**src/rtl/vga_timing_gen.sv**
```systemverilog
// ----------------------------------------------------------------------------
// vga_timing_gen
//   Raster timing generator for the line-follower video path. It scans
//   H_TOTAL x V_TOTAL positions and, one register stage later, presents the
//   position together with sync, blanking and frame/line strobes. All outputs
//   come from one register stage, so they always describe the same pixel.
//
// Ports:
//   clock         in   pixel clock, all logic on rising edge
//   reset_n       in   asynchronous active-low reset
//   pixel_row     out  [11:0] current line, 0..V_TOTAL-1 (not clamped)
//   pixel_column  out  [11:0] current pixel, 0..H_TOTAL-1 (not clamped)
//   video_on      out  high inside the visible area
//   horiz_sync    out  horizontal sync, asserted level = SYNC_ACTIVE
//   vert_sync     out  vertical sync, asserted level = SYNC_ACTIVE
//   frame_start   out  one-clock pulse while position (0,0) is presented
//   line_start    out  one-clock pulse while column 0 is presented
// ----------------------------------------------------------------------------
module vga_timing_gen #(
  parameter int unsigned H_VISIBLE   = 1024,
  parameter int unsigned H_FP        = 24,
  parameter int unsigned H_SYNC      = 136,
  parameter int unsigned H_BP        = 160,
  parameter int unsigned V_VISIBLE   = 768,
  parameter int unsigned V_FP        = 3,
  parameter int unsigned V_SYNC      = 6,
  parameter int unsigned V_BP        = 29,
  parameter logic        SYNC_ACTIVE = 1'b0
) (
  input  logic        clock,
  input  logic        reset_n,
  output logic [11:0] pixel_row,
  output logic [11:0] pixel_column,
  output logic        video_on,
  output logic        horiz_sync,
  output logic        vert_sync,
  output logic        frame_start,
  output logic        line_start
);

  localparam int unsigned H_TOTAL = H_VISIBLE + H_FP + H_SYNC + H_BP;
  localparam int unsigned V_TOTAL = V_VISIBLE + V_FP + V_SYNC + V_BP;

  localparam logic [11:0] H_LAST     = 12'(H_TOTAL - 1);
  localparam logic [11:0] V_LAST     = 12'(V_TOTAL - 1);
  localparam logic [11:0] H_VIS      = 12'(H_VISIBLE);
  localparam logic [11:0] V_VIS      = 12'(V_VISIBLE);
  localparam logic [11:0] HS_FIRST   = 12'(H_VISIBLE + H_FP);
  localparam logic [11:0] HS_LAST    = 12'(H_VISIBLE + H_FP + H_SYNC - 1);
  localparam logic [11:0] VS_FIRST   = 12'(V_VISIBLE + V_FP);
  localparam logic [11:0] VS_LAST    = 12'(V_VISIBLE + V_FP + V_SYNC - 1);

  // Scan counters
  logic [11:0] r_h_count;
  logic [11:0] r_v_count;

  // Registered outputs
  logic [11:0] r_pixel_row;
  logic [11:0] r_pixel_column;
  logic        r_video_on;
  logic        r_horiz_sync;
  logic        r_vert_sync;
  logic        r_frame_start;
  logic        r_line_start;

  // Decode of the current (pre-increment) counter values
  logic w_h_last;
  logic w_v_last;
  logic w_video_on;
  logic w_hs_active;
  logic w_vs_active;
  logic w_line_start;
  logic w_frame_start;

  always_comb begin
    w_h_last      = (r_h_count == H_LAST);
    w_v_last      = (r_v_count == V_LAST);
    w_video_on    = (r_h_count < H_VIS) && (r_v_count < V_VIS);
    w_hs_active   = (r_h_count >= HS_FIRST) && (r_h_count <= HS_LAST);
    // Depends on the row only, so in the output stream it changes exactly
    // when column 0 of the new line is presented.
    w_vs_active   = (r_v_count >= VS_FIRST) && (r_v_count <= VS_LAST);
    w_line_start  = (r_h_count == '0);
    w_frame_start = w_line_start && (r_v_count == '0);
  end

  always_ff @(posedge clock or negedge reset_n) begin
    if (!reset_n) begin
      r_h_count <= '0;
      r_v_count <= '0;
    end else if (w_h_last) begin
      r_h_count <= '0;
      r_v_count <= w_v_last ? '0 : r_v_count + 12'd1;
    end else begin
      r_h_count <= r_h_count + 12'd1;
    end
  end

  always_ff @(posedge clock or negedge reset_n) begin
    if (!reset_n) begin
      r_pixel_row    <= '0;
      r_pixel_column <= '0;
      r_video_on     <= 1'b0;
      r_horiz_sync   <= ~SYNC_ACTIVE;
      r_vert_sync    <= ~SYNC_ACTIVE;
      r_frame_start  <= 1'b0;
      r_line_start   <= 1'b0;
    end else begin
      r_pixel_row    <= r_v_count;
      r_pixel_column <= r_h_count;
      r_video_on     <= w_video_on;
      r_horiz_sync   <= w_hs_active ? SYNC_ACTIVE : ~SYNC_ACTIVE;
      r_vert_sync    <= w_vs_active ? SYNC_ACTIVE : ~SYNC_ACTIVE;
      r_frame_start  <= w_frame_start;
      r_line_start   <= w_line_start;
    end
  end

  assign pixel_row    = r_pixel_row;
  assign pixel_column = r_pixel_column;
  assign video_on     = r_video_on;
  assign horiz_sync   = r_horiz_sync;
  assign vert_sync    = r_vert_sync;
  assign frame_start  = r_frame_start;
  assign line_start   = r_line_start;

endmodule

```
**config.mk**
```make
export PLATFORM = sky130hd
export DESIGN_NAME = vga_timing_gen
export DESIGN_NICKNAME = d
export VERILOG_FILES = /design/src/rtl/vga_timing_gen.sv
export SDC_FILE = /design/constraint.sdc
export NUM_CORES = 1
export LEC_CHECK = 0
export CORE_UTILIZATION = 25
export CTS_CLUSTER_SIZE = 24
export DETAILED_ROUTE_END_ITERATION = 8
export PLACE_DENSITY = 0.44
export SLEW_MARGIN = 20
export SYNTH_ARGS = -nofsm -noshare
export SYNTH_HDL_FRONTEND = slang
export SYNTH_SLANG_ARGS = --single-unit
```
**constraint.sdc**
```tcl
create_clock -name clock -period 1.65 [get_ports clock]
set_input_delay 0.33 -clock clock [delete_from_list [all_inputs] [get_ports clock]]
set_output_delay 0.33 -clock clock [all_outputs]
set_load 0.005 [all_outputs]
```
==> results.md <==
## Layout
* **highest-count cells in the layout ignoring fill and taps** dfrtp_1 (51), buf_4 (34), clkdlybuf4s50_1 (27), nor2_1 (13), nand3_1 (10)
* **fillers** 838
* **ratio of cells with drive above 1 in the final layout** 24.68%
* **number of diodes added for antenna fixing** 0
* **net total in the final layout** 242
* **final std cells w/o fill** 340
* **synthesis-to-finish area growth** 37.11%
* **most common library cell in the layout ignoring fill and taps** dfrtp_1

## Placement
* **total of buffers placed on input and output ports** 30
* **Inst Count DP** 332
* **routability-driven placement congestion ratio** 0.7592
* **worst setup slack before clock tree synthesis** -0.1008 ns
* **detailed placer's ending HPWL** 3.103 mm

## Drt
* **total DRC errors in the routed layout** 0
* **detailed-route via count** 1477
* **starting DRC count in detailed routing** 115
* **via-per-instance ratio** 4.344
* **iteration count of the initial detailed-routing pass** 4
* **routed wirelength normalized by instance count** 13.07 microns
* **remaining number of nets flagged by the antenna check after routing** 0
* **Total Wirelength** 4.445 mm

## Synthesis
* **total nets after synthesis** 175
* **number of synthesized register bits** 53
* **EDFF count, synth** 0
* **sequential cell area fraction in the yosys report** 63.06%
* **predominant post-synthesis flop cell** dfrtp_1
* **Ys Warns** 0
* **Syn Area/Cell** 12.54 sq um
* **mapped cell area** 2107 sq um
* **Async SR Flop Fraction** 100.0%
* **gate count after technology mapping** 168
* **distinct cell type count of the synthesized netlist** 41

## Power and ir drop
* **worst IR drop on VDD** 256.7 uV
* **cell area power density** 704.1 nW/um^2
* **combinational share of power** 1.5%
* **leak pwr** 0.001303 uW
* **fraction of power consumed by sequential logic** 63.8%
* **design internal power** 1594 uW
* **reported net switching power** 440.3 uW
* **clock network fraction of total power** 34.7%
* **switching share of total power** 21.64%

## Die
* **core region area** 8175 sq um
* **die extent in y** 93.81 microns
* **Die Wd** 93.81 microns
* **cell row count** 33
* **area enclosed by the die boundary** 8799 sq um
* **number of top-level design ports** 31
* **initial cell density of the core** 25.77%

## Critical path
* **CP startpoint kind** flip-flop
* **worst endpoint required time** 1.85 ns
* **FF-to-FF setup slack** -0.02 ns
* **Worst Path Class, Setup** flip-flop to flip-flop
* **category of the worst setup path capture point** flip-flop
* **crit path DAT** 1.87 ns
* **biggest fanout along the worst timing path** 8

## Timing
* **Slew Viols, Final** 0
* **number of hold violations in the final report** 0
* **setup repair after global routing missed its margin** yes
* **clock skew after layout** 0.004338 ns
* **final hold slack** 0.01067 ns
* **pin slew with the least headroom to its limit** 0.3278 ns
* **post-route fraction of the period consumed by the critical path** 101.4%
* **worst max-slew margin expressed relative to the limit** 77.98%
* **Setup violations, final** 3
* **highest clock frequency the design can meet** 597.8 MHz
* **post-layout minimum cycle time** 1.673 ns
* **setup TNS** -0.05456 ns
* **worst setup slack after layout** -0.02288 ns

## Clock network
* **Clock Root Buffer** clkbuf_8
* **number of clock buffers inserted by TritonCTS** 5
* **clock-pin transition on the worst setup and hold timing paths** 0.09 ns
* **hold_buf cts** 0
* **clock tree from TritonCTS** built
* **clock insertion delay at the later pin of the skew report** 0.30 ns
* **buffer depth of the longest clock path** 2
* **number of sinks handled by clock tree synthesis** 53
* **maximum level of the CTS H-tree** 2

## GRT
* **via count of the first global-routing pass** 1423
* **overall track demand over capacity in global routing** 10.95%
* **GRT overflow** 0
* **wire length of the first global-routing pass** 7.376 mm
* **initial antenna violation count** 0
* **maximum number of pins on one net before global-route repair** 54

## Run
* **Max Cap Viol** 0

## Hold path
* **class of the tightest hold or removal check** input port to async pin

## Outcome
* **violated checks** setup timing
* **result of the run** finished, violations left

stage by stage:
step	total power [uW]	area, sq um	utilization [%]
2_1_floorplan	1324	2137	-
3_3_place_gp	1357	2798	34.22
3_5_place_dp	1357	2798	34.22
4_1_cts	2070	2880	35.23
5_1_grt	2120	2889	35.34
6_report	2034	2889	35.34
power groups by stage:
stage	clock network [uW]	logic [uW]	registers [uW]
after floorplan	0	0.000283	1320
after global placement	0	33.8	1320
after detailed placement	0	33.8	1320
after CTS	739	33.7	1300
after global routing	785	37.2	1300
final	705	31.2	1300
registers in the layout, summed over array words and instances (netlist names):
signal,cells
r_h_count,12
video_on,1
horiz_sync,1
vert_sync,1
pixel_row,12
pixel_column,12
line_start,1
frame_start,1
r_v_count,12
cell type report:
cell class / count / area, sq um / area share (%)
Sequential cell: 53 / 1329 / 45.99
Multi-Input combinational cell: 102 / 745.7 / 25.81
Timing Repair Buffer: 66 / 579.3 / 20.05
Tap cell: 105 / 131.4 / 4.547
Clock buffer: 6 / 72.57 / 2.512
Inverter: 7 / 26.28 / 0.9095
Clock inverter: 1 / 5.005 / 0.1732
Yosys cell counts, types with 5 or more instances:
library cell  instances  share of area (%)
nor3_1                5                1.2
inv_1                 7                1.2
xor2_1                6                2.5
nand4_1               9                2.7
o21ai_0               5                1.2
ha_1                  5                3.0
nand3_1              10                2.4
nand2_1               5               0.89
nor2_1               13                2.3
dfrtp_1              51                 61
worst max-delay path, stage by stage (launching register included):
cell and delay, ns:
dfrtp_1 0.40, or4_4 0.56, nor4_4 0.16, buf_6 0.16
nor2_1 0.04, mux2_2 0.26
cell families (layout without fill, tap and decap cells):
logic type               after synthesis  after routing  share of synthesized area, %
AO/OA/AOI/OAI                         15             15                         5.048
XOR/XNOR                              10             10                         4.157
adder cells (fa/ha/maj)                5              5                         2.969
buffers and inverters                 13             80                         2.553
flip-flops                            53             53                         63.06
multiplexers                           5              5                         2.613
AND/OR/NAND/NOR                       67             67                         19.60
per-layer routing:
metal,global-route usage (%),wire (microns)
met5,0,0
met4,3.846,24
met3,2.508,147
met2,16.12,2032
met1,15.64,2240
timing repair:
item                                    in CTS  in global routing
pin swaps                                    2                  1
cloned                                       0                  0
gates resized for setup                      2                  2
hold endpoints to repair                     0                  0
endpoints found under the setup margin       9                 11
setup buffers                                1                  0
path summary, 6_finish.rpt:
check | endpoint | depth (start not counted) | from
worst max-delay path | r_v_count[3]$_DFFE_PN0N_ | 5 | r_v_count[6]$_DFFE_PN0N_
worst min-delay path | pixel_column[6]$_DFF_PN0_ | 2 | reset_n
worst max register to register | r_v_count[3]$_DFFE_PN0N_ | 5 | r_v_count[6]$_DFFE_PN0N_
worst min register to register | pixel_column[11]$_DFF_PN0_ | 1 | r_h_count[11]$_DFF_PN0_
max in group asynchronous | vert_sync$_DFF_PN1_ | 2 | reset_n
min in group clock | pixel_column[11]$_DFF_PN0_ | 1 | r_h_count[11]$_DFF_PN0_
Note: power is estimated with default switching activity, not from simulation.
